$ cat config.mk
export PLATFORM = sky130hd
export DESIGN_NAME = instr_encoder_flat
export DESIGN_NICKNAME = d
export VERILOG_FILES = /design/src/rtl/riscv_pkg.sv /design/src/rtl/instr_encoder_if.sv /design/src/rtl/instr_encoder_imm_pack.sv /design/src/rtl/instr_encoder.sv /design/src/flat_wrapper.sv
export SDC_FILE = /design/constraint.sdc
export NUM_CORES = 1
export LEC_CHECK = 0
export BUFFER_PORTS_ARGS = -buffer_cell sky130_fd_sc_hd__buf_2
export CAP_MARGIN = 20
export CELL_PAD_IN_SITES_DETAIL_PLACEMENT = 1
export CELL_PAD_IN_SITES_GLOBAL_PLACEMENT = 2
export CORE_MARGIN = 2
export CORE_UTILIZATION = 29
export DETAILED_ROUTE_END_ITERATION = 10
export MAX_ROUTING_LAYER = met4
export PLACE_DENSITY = 0.78
export SKIP_LAST_GASP = 1
export SLEW_MARGIN = 30
export SYNTH_ARGS = -nofsm -noshare
export SYNTH_HDL_FRONTEND = slang
export SYNTH_SLANG_ARGS = --single-unit
$ cat constraint.sdc
create_clock -name clk -period 3.92 [get_ports clk]
set_input_delay 0.196 -clock clk [delete_from_list [all_inputs] [get_ports clk]]
set_output_delay 0.196 -clock clk [all_outputs]
set_load 0.01 [all_outputs]
$ cat src/rtl/riscv_pkg.sv
// Shared RISC-V encoding types and constants for the instruction encoder slice.
// Holds immediate-source and FSM enums plus the sign-extension fit helper.
package riscv_pkg;

    typedef enum logic [1:0] {
        IMM_I = 2'b00,
        IMM_S = 2'b01,
        IMM_B = 2'b10
    } imm_src_t;

    typedef enum logic [1:0] {
        ST_IDLE,
        ST_RUN,
        ST_FLUSH,
        ST_DONE
    } enc_state_t;

    typedef struct packed {
        logic [31:0] instr;
        logic        err;
    } enc_word_t;

    localparam logic [31:0] NOP_INSTR = 32'h0000_0013;

    localparam logic [6:0] OP_LOAD   = 7'h03;
    localparam logic [6:0] OP_IMM    = 7'h13;
    localparam logic [6:0] OP_STORE  = 7'h23;
    localparam logic [6:0] OP_BRANCH = 7'h63;
    localparam logic [6:0] OP_JALR   = 7'h67;

    // True when v[31:lsb] is all zeros or all ones, i.e. v fits a (lsb+1)-bit signed field.
    function automatic logic sext_fits(input logic [31:0] v, input int unsigned lsb);
        logic [31:0] hi;
        logic [31:0] ones;
        hi   = v >> lsb;
        ones = 32'hFFFF_FFFF >> lsb;
        return (hi == '0) || (hi == ones);
    endfunction

endpackage

$ cat src/rtl/instr_encoder_if.sv
// Control, input-stream and output-stream bundle of the instruction encoder.
// master = program loader / test driver, slave = instr_encoder.
interface instr_encoder_if #(
    parameter int ADDR_W = 32,
    parameter int LEN_W  = 16
);
    logic              start;
    logic [ADDR_W-1:0] base_addr;
    logic [LEN_W-1:0]  run_len;

    logic              in_valid;
    logic              in_ready;
    logic [1:0]        in_imm_source;
    logic [31:0]       in_imm;
    logic [6:0]        in_opcode;
    logic [2:0]        in_funct3;
    logic [4:0]        in_rd;
    logic [4:0]        in_rs1;
    logic [4:0]        in_rs2;

    logic              out_valid;
    logic              out_ready;
    logic [31:0]       out_instr;
    logic [ADDR_W-1:0] out_addr;
    logic              out_err;

    logic              busy;
    logic              done;
    logic              err_flag;

    modport master (
        output start, base_addr, run_len,
        output in_valid, in_imm_source, in_imm, in_opcode, in_funct3, in_rd, in_rs1, in_rs2,
        input  in_ready,
        input  out_valid, out_instr, out_addr, out_err,
        output out_ready,
        input  busy, done, err_flag
    );

    modport slave (
        input  start, base_addr, run_len,
        input  in_valid, in_imm_source, in_imm, in_opcode, in_funct3, in_rd, in_rs1, in_rs2,
        output in_ready,
        output out_valid, out_instr, out_addr, out_err,
        input  out_ready,
        output busy, done, err_flag
    );

endinterface

$ cat src/rtl/instr_encoder_imm_pack.sv
// Combinational repacking of a byte immediate into I/S/B instruction bit positions.
// INSTR_ENCODER_RANGE_CHECK_EN flags immediates that do not fit the chosen format.
module imm_pack
    import riscv_pkg::*;
(
    input  logic [1:0]  src,
    input  logic [31:0] imm,
    input  logic [6:0]  opcode,
    input  logic [2:0]  funct3,
    input  logic [4:0]  rd,
    input  logic [4:0]  rs1,
    input  logic [4:0]  rs2,
    output enc_word_t   word
);

`ifdef INSTR_ENCODER_RANGE_CHECK_EN
    localparam bit RANGE_CHECK_EN = 1'b1;
`else
    localparam bit RANGE_CHECK_EN = 1'b0;
`endif

    always_comb begin
        // NOTE: defaults first so every path assigns every field; no latch can be inferred.
        word.instr = NOP_INSTR;
        word.err   = 1'b1;
        case (src)
            IMM_I: begin
                word.instr = {imm[11:0], rs1, funct3, rd, opcode};
                word.err   = RANGE_CHECK_EN && !sext_fits(imm, 11);
            end
            IMM_S: begin
                word.instr = {imm[11:5], rs2, rs1, funct3, imm[4:0], opcode};
                word.err   = RANGE_CHECK_EN && !sext_fits(imm, 11);
            end
            IMM_B: begin
                word.instr = {imm[12], imm[10:5], rs2, rs1, funct3, imm[4:1], imm[11], opcode};
                word.err   = RANGE_CHECK_EN && (!sext_fits(imm, 12) || imm[0]);
            end
            default: begin
                word.instr = NOP_INSTR;
                word.err   = 1'b1;
            end
        endcase
    end

endmodule

$ cat src/rtl/instr_encoder.sv
// Streaming instruction encoder: run-control FSM, word counter, address counter and
// a one-deep output register in front of instruction memory.
module instr_encoder
    import riscv_pkg::*;
#(
    parameter int ADDR_W = 32,
    parameter int LEN_W  = 16
) (
    input  logic          clk,
    input  logic          rst,
    instr_encoder_if.slave bus
);

    enc_state_t        state_q, state_d;
    logic [LEN_W-1:0]  len_q, acc_q;
    logic [ADDR_W-1:0] addr_q;
    logic              out_valid_q;
    logic              err_flag_q;
    enc_word_t         word_q, word_d;

    logic start_fire, in_ready_c, in_fire, out_fire;

    imm_pack u_imm_pack (
        .src    (bus.in_imm_source),
        .imm    (bus.in_imm),
        .opcode (bus.in_opcode),
        .funct3 (bus.in_funct3),
        .rd     (bus.in_rd),
        .rs1    (bus.in_rs1),
        .rs2    (bus.in_rs2),
        .word   (word_d)
    );

    assign start_fire = bus.start && (state_q == ST_IDLE);
    assign in_fire    = bus.in_valid && in_ready_c;
    assign out_fire   = out_valid_q && bus.out_ready;

    // NOTE: sequential state uses non-blocking assignments so all registers update together.
    always_ff @(posedge clk or posedge rst) begin
        if (rst) state_q <= ST_IDLE;
        else     state_q <= state_d;
    end

    always_comb begin
        state_d = state_q;
        case (state_q)
            ST_IDLE:  if (bus.start)     state_d = ST_RUN;
            ST_RUN:   if (acc_q == len_q) state_d = ST_FLUSH;
            ST_FLUSH: if (!out_valid_q)  state_d = ST_DONE;
            ST_DONE:                     state_d = ST_IDLE;
            default:                     state_d = ST_IDLE;
        endcase
    end

    always_comb begin
        in_ready_c = (state_q == ST_RUN) && (acc_q < len_q) && (!out_valid_q || bus.out_ready);
        bus.busy   = (state_q != ST_IDLE);
        bus.done   = (state_q == ST_DONE);
    end

    // Address tracks the word currently presented; it advances only when that word leaves.
    always_ff @(posedge clk or posedge rst) begin
        if (rst) begin
            len_q      <= '0;
            acc_q      <= '0;
            addr_q     <= '0;
            err_flag_q <= 1'b0;
        end else if (start_fire) begin
            len_q      <= bus.run_len;
            acc_q      <= '0;
            addr_q     <= bus.base_addr;
            err_flag_q <= 1'b0;
        end else begin
            if (in_fire)  acc_q <= acc_q + LEN_W'(1);
            if (out_fire) begin
                addr_q <= addr_q + ADDR_W'(4);
                if (word_q.err) err_flag_q <= 1'b1;
            end
        end
    end

    always_ff @(posedge clk or posedge rst) begin
        if (rst) begin
            out_valid_q <= 1'b0;
            word_q      <= '0;
        end else if (in_fire) begin
            out_valid_q <= 1'b1;
            word_q      <= word_d;
        end else if (out_fire) begin
            out_valid_q <= 1'b0;
            word_q      <= '0;
        end
    end

    assign bus.in_ready  = in_ready_c;
    assign bus.out_valid = out_valid_q;
    assign bus.out_instr = word_q.instr;
    assign bus.out_err   = word_q.err;
    assign bus.out_addr  = addr_q;
    assign bus.err_flag  = err_flag_q;

endmodule

$ cat src/flat_wrapper.sv
// flat-port wrapper written by rule: the top's interface ports become plain ports
module instr_encoder_flat import riscv_pkg::*;
#(
    parameter int ADDR_W = 32,
    parameter int LEN_W  = 16
)
  (clk, rst, bus_start, bus_base_addr, bus_run_len, bus_in_valid, bus_in_imm_source, bus_in_imm, bus_in_opcode, bus_in_funct3, bus_in_rd, bus_in_rs1, bus_in_rs2, bus_in_ready, bus_out_valid, bus_out_instr, bus_out_addr, bus_out_err, bus_out_ready, bus_busy, bus_done, bus_err_flag);
  instr_encoder_if #(.ADDR_W(ADDR_W), .LEN_W(LEN_W)) bus_i ();
  input  logic clk;
  input  logic rst;
  input wire logic [$bits(bus_i.start)-1:0] bus_start;
  input wire logic [$bits(bus_i.base_addr)-1:0] bus_base_addr;
  input wire logic [$bits(bus_i.run_len)-1:0] bus_run_len;
  input wire logic [$bits(bus_i.in_valid)-1:0] bus_in_valid;
  input wire logic [$bits(bus_i.in_imm_source)-1:0] bus_in_imm_source;
  input wire logic [$bits(bus_i.in_imm)-1:0] bus_in_imm;
  input wire logic [$bits(bus_i.in_opcode)-1:0] bus_in_opcode;
  input wire logic [$bits(bus_i.in_funct3)-1:0] bus_in_funct3;
  input wire logic [$bits(bus_i.in_rd)-1:0] bus_in_rd;
  input wire logic [$bits(bus_i.in_rs1)-1:0] bus_in_rs1;
  input wire logic [$bits(bus_i.in_rs2)-1:0] bus_in_rs2;
  output wire logic [$bits(bus_i.in_ready)-1:0] bus_in_ready;
  output wire logic [$bits(bus_i.out_valid)-1:0] bus_out_valid;
  output wire logic [$bits(bus_i.out_instr)-1:0] bus_out_instr;
  output wire logic [$bits(bus_i.out_addr)-1:0] bus_out_addr;
  output wire logic [$bits(bus_i.out_err)-1:0] bus_out_err;
  input wire logic [$bits(bus_i.out_ready)-1:0] bus_out_ready;
  output wire logic [$bits(bus_i.busy)-1:0] bus_busy;
  output wire logic [$bits(bus_i.done)-1:0] bus_done;
  output wire logic [$bits(bus_i.err_flag)-1:0] bus_err_flag;
  assign bus_i.start = bus_start;
  assign bus_i.base_addr = bus_base_addr;
  assign bus_i.run_len = bus_run_len;
  assign bus_i.in_valid = bus_in_valid;
  assign bus_i.in_imm_source = bus_in_imm_source;
  assign bus_i.in_imm = bus_in_imm;
  assign bus_i.in_opcode = bus_in_opcode;
  assign bus_i.in_funct3 = bus_in_funct3;
  assign bus_i.in_rd = bus_in_rd;
  assign bus_i.in_rs1 = bus_in_rs1;
  assign bus_i.in_rs2 = bus_in_rs2;
  assign bus_in_ready = bus_i.in_ready;
  assign bus_out_valid = bus_i.out_valid;
  assign bus_out_instr = bus_i.out_instr;
  assign bus_out_addr = bus_i.out_addr;
  assign bus_out_err = bus_i.out_err;
  assign bus_i.out_ready = bus_out_ready;
  assign bus_busy = bus_i.busy;
  assign bus_done = bus_i.done;
  assign bus_err_flag = bus_i.err_flag;
  instr_encoder #(.ADDR_W(ADDR_W), .LEN_W(LEN_W)) u_core (.clk(clk), .rst(rst), .bus(bus_i));
endmodule
==> Word level (Yosys, flattened, before mapping) <==
Cells that the tools add are included.
{ "totals": {"wordCells": 52, "input_bits": 112, "ff_bits": 101} }
{ "classes": {"n_eq_ne": 9, "n_reduce_logical": 16, "n_addsub": 2, "n_mux": 16, "magnitude_cmp": 1} }
{ "ops": {"columns": ["op", "count"], "rows": [
  ["33-bit one-hot mux with 3 select lines", 1],
  ["33-bit two-way mux", 2],
  ["32-bit two-way mux", 2],
  ["32-bit by 3-bit adder with 32-bit output, second input constant", 1],
  ["16-bit two-way mux", 2],
  ["16-bit by 1-bit adder with 16-bit output, second input constant", 1],
  ["16-bit == test", 1],
  ["16-bit < comparator", 1],
  ["2-bit nonzero test", 5],
  ["2-bit one-hot mux with 4 select lines", 1],
  ["2-bit == test, second input constant", 3],
  ["2-bit two-way mux", 3],
  ["1-bit logical AND", 5],
  ["1-bit two-way mux", 5],
  ["2-bit by 1-bit == test with 1-bit output, second input constant", 2],
  ["2-bit zero test", 2],
  ["2-bit != test, second input constant", 2],
  ["3-bit AND reduction", 1],
  ["2-bit by 1-bit != test with 1-bit output, second input constant", 1],
  ["2-bit AND reduction", 1],
  ["1-bit zero test", 1],
  ["1-bit logical OR", 1]
]} }

==> Depth between registers and ports, before layout <==
Gate-level depths: netlist of the first run.
{ "depth": {"word_depth": 6, "depth_mapped": 10, "ltp_nobuf": 8} }

==> Hierarchy <==
From an unflattened synthesis of the first run, not the netlist that was laid out.
{ "hier_totals": {"cells_unflattened": 624, "area_unflattened_um2": 5465.2} }
{ "by_module_without_submodules": {"columns": ["mod", "instances", "area_each_um2", "seq_area_each_um2", "cells_per_inst"], "rows": [
  ["instr_encoder", 1, 5019.8, 2527.4, 567],
  ["imm_pack", 1, 445.4, 0.0, 57]
]} }

==> Worst setup path before layout of the first run <==
OpenSTA, ideal clock, no wires.
{ "synth_timing": {"path_kind": "reg-to-reg", "start": "register u_core.acc_q[1]", "end": "register u_core.acc_q[8]", "stages_incl_launch_ff": 9, "period_less_slack_ns": 2.146, "path_buffers": 1, "arrival_time_ns": 2.068, "setup_slack_ns": 1.774, "t_required_ns": 3.842, "path_cell_list": "dfrtp_1 -> ha_1 -> nor2b_1 -> o211ai_1 -> a2111o_1 -> nand4_2 -> buf_2 -> or4_1 -> a21oi_1"} }
{ "synth_between": {"elab_chain_len": 5, "word_cells_on_any_way": 8} }
{ "synth_lines": {"columns": ["item", "line", "text"], "rows": [
  ["start: declaration", "instr_encoder.sv:15", "logic [LEN_W-1:0] len_q, acc_q;"],
  ["start signal: assignment", "instr_encoder.sv:74", "if (in_fire) acc_q <= acc_q + LEN_W'(1);"],
  ["16-bit < comparator", "instr_encoder.sv:56", "in_ready_c = (state_q == ST_RUN) && (acc_q < len_q) && (!out_valid_q || bus.out_ready);"],
  ["1-bit logical AND (2 in series)", "instr_encoder.sv:56", null],
  ["1-bit logical AND", "instr_encoder.sv:35", "assign in_fire = bus.in_valid && in_ready_c;"],
  ["2-bit nonzero test (no source line)", null, null]
]} }
Several ways; a longest one is shown, not always the timed one. The select of a mux whose other input is x is not followed.
A chain may end at the register's enable or synchronous reset.

==> Worst setup path after layout of the first run <==
{ "layout_timing": {"start": "register u_core.acc_q[11]", "end": "register u_core.acc_q[8]"} }
{ "layout_between": {"elab_chain_len": 5} }
{ "layout_lines": {"columns": ["item", "line"], "rows": [
  ["16-bit < comparator", "instr_encoder.sv:56"],
  ["1-bit logical AND (2 in series)", "instr_encoder.sv:56"],
  ["1-bit logical AND", "instr_encoder.sv:35"],
  ["2-bit nonzero test (no source line)", null]
]} }
No other way between the ends.

==> run summary, run 1 <==
Power Density - 412.7 nW/µm²
CTS tree - done
Crit Path Class - flip-flop to flip-flop
Synth top cells by count - dfrtp_1 (101), nand2_1 (99), o21ai_0 (80), nand3_1 (46), a21oi_1 (40)
Reg2Reg Setup Slack - 1.34 ns
I/O Pins - 182
Unrepaired setup endpoints after global routing - no
Post_cts resized - 0
Hold Path Class - primary input to asynchronous set/reset pin
Number of remaining DRC errors - 0
Worst skew pair latency - 0.34 ns
Num CTS Buffers - 9
DP Cell Count - 960
Count of cell types in the netlist - 37
PortBufs - 162
Post-CTS Hold Buffers - 0
Post-layout min period - 2.576 ns
Total setup buffers inserted after CTS - 0
Largest net degree at the start of global routing - 109
Fin crit share - 65.72%
Root buf cell - clkbuf_16
Mean Syn Cell Area - 8.851 µm²
Detailed Routing Iterations Pass 1 - 4
Worst Reg-to-Reg Cells - 8
Status - completed
Synth Instances - 595
Final wirelength - 15400 µm
# diodes - 0
Reg-to-reg startpoint - u_core.acc_q[11]$_DFFE_PP0P_
Grt ovf - 0
Setup violations, final - 0
Final Non-Filler Cells - 976
CP startpoint - u_core.acc_q[11]$_DFFE_PP0P_
P&R area growth vs syn - 25.54%
M1 GR Usage - 21.74%
Number of nets with antenna violations after routing - 0
Nets - 877
Max-slew violations - 0
Crit path capture - u_core.acc_q[8]$_DFFE_PP0P_
Initial Utilization - 29.42%
Clk sink count - 101
Number of flops mapped to enable cells by yosys - 0
First-pass GRT wire length - 25700 µm
Sequential area share after synthesis - 47.99%
Number of global-route vias before repair - 5075
Asr flop ratio synth - 100.0%
Clk pin slew, worst setup/hold paths - 0.07 ns
RR Endpoint - u_core.acc_q[8]$_DFFE_PP0P_
Max cap viols - 0
Skew final - 0.006874 ns
Core box area - 17900 µm²
Via count - 4796
Grt peak-use layer - met2
Routed length per instance - 15.78 µm
Syn_nets - 730
Fraction of final layout cells sized beyond drive strength 1 - 25.70%
DR vias/cell - 4.914
Critical Path RT - 4.18 ns
Cell taking the most area after synthesis - dfrtp_1
Design Power - 2.728 mW
Most frequent cell after synthesis - dfrtp_1
Max clock buf depth - 2
Yosys reg bits - 101
Ys flop type - dfrtp_1
IR drop worst, VDD - 0.0002194 V
CP Max Fanout - 48
Grt met2 use - 26.94%
Final HPWL DP - 11120 µm
Placer Congestion - 0.8014
Die Y - 138.8 µm
Largest cells by area after synthesis - dfrtp_1 (48%), o21ai_0 (7.6%), nand2_1 (7.1%)
Setup TNS - 0 ns
Worst Tran Pin Value - 0.8469 ns
Type of origin of the critical path - flip-flop
Setup crit end kind - flip-flop
Max Clock Freq - 388.2 MHz
H-tree depth - 3
Final Hold Viols - 0
Initial antenna violation count - 0
FP Rows - 49
DP Area - 6281 µm²
Ys Warns - 0
Arr. time, crit path - 2.84 ns
Static Leakage - 3.194 nW
Slew headroom - 43.54%
Synthesized area - 5266 µm²
Die footprint - 19250 µm²
GRT Total Usage - 16.84%
Die W - 138.8 µm
Post-route cell area - 6611 µm²
Top cell type's share of synthesized area - 47.99%
1st-iter DRT viols - 154
Met3 capacity usage during global routing - 3.626%
[metal layers]
layer	share of wire (%)	up-vias
met3	6.2	13
met2	47	136
met1	46	2312
met5	0	-
li1	-	2335
met4	1.3	0
[critical path, cell delays in order, from the launching register on]
cell,delay (ns)
dfrtp_1,0.44
ha_1,0.35
a21oi_1,0.16
o21ai_0,0.13
a21oi_2,0.22
nand4_4,0.18
buf_4,0.31
or4_1,0.54
a21oi_1,0.16
[cell type report]
| class | count | area [µm²] |
|---|---|---|
| fill | 2164 | 11290 |
| sequential | 101 | 2527 |
| multi-input combinational | 435 | 2511 |
| timing repair buffer | 167 | 852.1 |
| tap | 229 | 286.5 |
| clock buffer | 12 | 256.5 |
| inverter | 28 | 107.6 |
| clock inverter | 4 | 70.07 |
[stage by stage]
stage	hold WS, ns	worst slack [ns]	utilization (%)
6_report	0.03456	1.344	36.93
5_1_grt	0.05787	1.170	36.93
4_1_cts	0.03687	1.302	36.91
3_5_place_dp	0.4066	1.321	35.09
3_3_place_gp	0.3929	1.431	35.09
2_1_floorplan	0.3014	1.077	-
[worst min-delay path by stage]
stage	from	cells after the start	to	slack, ns
2_1_floorplan	bus_base_addr[0]	2	u_core.bus.out_addr[0]$_DFFE_PP0P_	0.30
3_3_place_gp	bus_base_addr[0]	3	u_core.bus.out_addr[0]$_DFFE_PP0P_	0.39
3_5_place_dp	bus_base_addr[1]	3	u_core.bus.out_addr[1]$_DFFE_PP0P_	0.41
4_1_cts	bus_base_addr[1]	3	u_core.bus.out_addr[1]$_DFFE_PP0P_	0.04
5_1_grt	bus_run_len[0]	3	u_core.len_q[0]$_DFFE_PP0P_	0.06
6_report	rst	2	u_core.bus.out_addr[8]$_DFFE_PP0P_	0.03
[where the power goes]
group | internal, mW | switching (mW)
registers | 1.14 | 0.112
logic | 0.195 | 0.280
clock network | 0.594 | 0.406
total | 1.93 | 0.797
[registers in the layout, summed over array words and instances, names as in the netlist]
register / cells
u_core.state_q: 2
u_core.acc_q: 16
u_core.bus.out_instr: 32
u_core.bus.out_valid: 1
u_core.bus.out_err: 1
u_core.bus.out_addr: 32
u_core.len_q: 16
u_core.bus.err_flag: 1
[placed cells by master (no fill, tap or decap), types with 13 or more instances in the layout]
cell	count
o21ai_0	80
a21oi_1	40
nand3_1	46
ha_1	23
xor2_1	14
buf_2	162
nand2_1	99
xnor2_1	16
nor2_1	30
inv_1	27
nand4_1	13
dfrtp_1	101
[logic make-up after synthesis]
kind of cell	share of synthesized area, %
muxes	1.734
adders and majority gates	5.465
DFF	47.99
and+or+nand+nor	21.22
AOI/OAI and AO/OA	14.09
xor gates and xnor gates	4.989
buffers and inverters	4.514
No activity file was read; power rests on OpenSTA's default activity.
==> run 2, diff against run 1 <==
Settings changed: CORE_UTILIZATION 29 to 26, PLACE_DENSITY 0.78 to 0.74.
Clock period 3.92 ns to 2.31 ns, I/O delays scaled along.
==> run 2 against run 1 <==
The flow now finishes with violations (setup timing). Total power is 86% higher. First-iteration DRC count is 12% lower. Largest cell class is now multi-input combinational cells. Setup slack worse by 1.4 ns. Global-route usage is 0.22 points lower. Die area is 11% higher. Design area is 18% higher. Routed wire length is 14% higher.
==> run summary, run 2 (synthesis gave the netlist of run 1 again) <==
Status - finished, violations left
Failing checks - setup timing
Grt ovf - 0
Num CTS Buffers - 9
Clk sink count - 101
Via count - 5189
Power Density - 651.8 nW/µm²
Worst hold path depth - 3
P&R area growth vs syn - 47.61%
Hold path endpoint - u_core.bus.out_instr[12]$_DFFE_PP0P_
Type of origin of the critical path - flip-flop
Die Y - 146.3 µm
Hold Path Class - primary input to flip-flop
Max cap viols - 0
# diodes - 0
Number of global-route vias before repair - 5591
Final wirelength - 17560 µm
Crit Path Class - flip-flop to flip-flop
Placer Congestion - 0.7837
Area of the multi-input gates - 2680 µm²
GRT Total Usage - 16.63%
Hold path startpoint - bus_in_funct3[0]
IR drop worst, VDD - 0.0003058 V
Commonest cells after routing, fill and taps aside - buf_2 (162), dfrtp_1 (100), nand2_1 (98)
Max Clock Freq - 424.8 MHz
FP Rows - 52
Worst Tran Pin Value - 0.7208 ns
PortBufs - 162
Slew headroom - 51.83%
Skew final - 0.009812 ns
Static Leakage - 3.669 nW
Arr. time, crit path - 2.57 ns
Number of nets with antenna violations after routing - 0
Internal - 3.577 mW
Most common cell after layout, fill and taps aside - buf_2
Fin crit share - 101.9%
Detailed Routing Iterations Pass 1 - 4
Reg-to-reg startpoint - u_core.len_q[1]$_DFFE_PP0P_
Setup crit end kind - flip-flop
Reg2Reg Setup Slack - -0.04 ns
DP Cell Count - 1021
Switch Pwr - 1.489 mW
Combinational power share - 22.3%
I/O Pins - 182
Max clock buf depth - 2
Die footprint - 21410 µm²
H-tree depth - 3
Initial antenna violation count - 0
Clock power share - 36.2%
Sequential cell area - 2529 µm²
Switching share of power - 29.40%
Core box area - 20040 µm²
Flop pwr share - 41.5%
Number of remaining DRC errors - 0
Util after Layout - 38.79%
CTS tree - done
Critical Path RT - 2.52 ns
Clk pin slew, worst setup/hold paths - 0.08 ns
RR Endpoint - u_core.acc_q[15]$_DFFE_PP0P_
Final Non-Filler Cells - 1109
Largest net degree at the start of global routing - 69
Worst skew pair latency - 0.35 ns
Final worst slack - -0.04380 ns
Final HPWL DP - 12010 µm
First-pass GRT wire length - 28120 µm
Routed length per instance - 15.83 µm
Max-slew violations - 0
DR vias/cell - 4.679
Initial Utilization - 26.28%
Post-layout min period - 2.354 ns
Unrepaired setup endpoints after global routing - yes
Worst Reg-to-Reg Cells - 10
Root buf cell - clkbuf_16
CP Max Fanout - 5
1st-iter DRT viols - 136
Nets - 969
Fraction of final layout cells sized beyond drive strength 1 - 30.75%
Die W - 146.3 µm
Setup violations, final - 4
Filler instances - 2380
Final Hold Viols - 0
-- run 2: power groups by stage --
| stage | registers [mW] | logic [mW] | clock network, mW |
|---|---|---|---|
| after floorplan | 2.17 | 0.411 | 0 |
| after global placement | 2.12 | 0.889 | 0 |
| after detailed placement | 2.13 | 0.942 | 0 |
| after CTS | 2.10 | 1.02 | 1.91 |
| after global routing | 2.13 | 1.25 | 1.98 |
| final | 2.10 | 1.13 | 1.84 |
-- run 2: layout make-up --
| cell class | instances | area share (%) |
|---|---|---|
| Timing Repair Buffer | 257 | 22.66 |
| Multi-Input combinational cell | 437 | 34.48 |
| Tap cell | 270 | 4.346 |
| Sequential cell | 101 | 32.53 |
| Clock buffer | 10 | 3.074 |
| Inverter | 28 | 1.400 |
| Clock inverter | 6 | 1.513 |
-- run 2: critical path: stages, from the launching register on --
cell      delay, ns
dfrtp_1        0.38
inv_2          0.08
ha_4           0.21
nor2b_4        0.12
o211ai_1       0.18
a2111o_1       0.36
nand4_4        0.22
buf_6          0.18
buf_4          0.13
o31ai_4        0.25
a21oi_1        0.11
-- run 2: routing by layer --
layer	up-vias	wire [µm]	global-route usage, %
met5	-	0	-
met4	0	250	4.709
met3	17	899	3.438
met2	133	8643	27.88
met1	2509	7767	20.37
li1	2530	-	-
-- run 2: worst max path at each step --
stage | startpoint | endpoint | slack, ns
after global routing | u_core.len_q[1]$_DFFE_PP0P_ | u_core.acc_q[15]$_DFFE_PP0P_ | -0.15
final | u_core.len_q[1]$_DFFE_PP0P_ | u_core.acc_q[15]$_DFFE_PP0P_ | -0.04
after global placement | u_core.acc_q[11]$_DFFE_PP0P_ | u_core.acc_q[4]$_DFFE_PP0P_ | 0.04
after floorplan | u_core.acc_q[1]$_DFFE_PP0P_ | u_core.acc_q[8]$_DFFE_PP0P_ | 0.16
after CTS | u_core.acc_q[6]$_DFFE_PP0P_ | u_core.bus.out_instr[4]$_DFFE_PP0P_ | -0.002
after detailed placement | u_core.state_q[1]$_DFFE_PP0P_ | u_core.acc_q[7]$_DFFE_PP0P_ | -0.02
-- run 2: metrics by stage --
step           cell area, µm²  setup slack, ns  hold WS, ns  setup TNS [ns]  power, mW
2_1_floorplan            5270           0.1639       0.2209               0      2.582
3_3_place_gp             6521          0.03989      0.02799               0      3.009
3_5_place_dp             6521         -0.01949      0.03548        -0.04423      3.075
4_1_cts                  7466        -0.001511     0.001893       -0.001511      5.036
5_1_grt                  7774          -0.1453      0.01568          -3.593      5.365
6_report                 7774         -0.04380      0.01697         -0.1054      5.067
-- run 2: what timing repair did --
| item | in CTS | in global routing |
|---|---|---|
| buffers inserted | 1 | 12 |
| hold buffers | 54 | 0 |
| pin swaps | 2 | 18 |
| endpoints found under the hold margin | 153 | 0 |
| gates cloned | 1 | 4 |
| setup endpoints to repair | 20 | 46 |
| resized for setup | 6 | 36 |
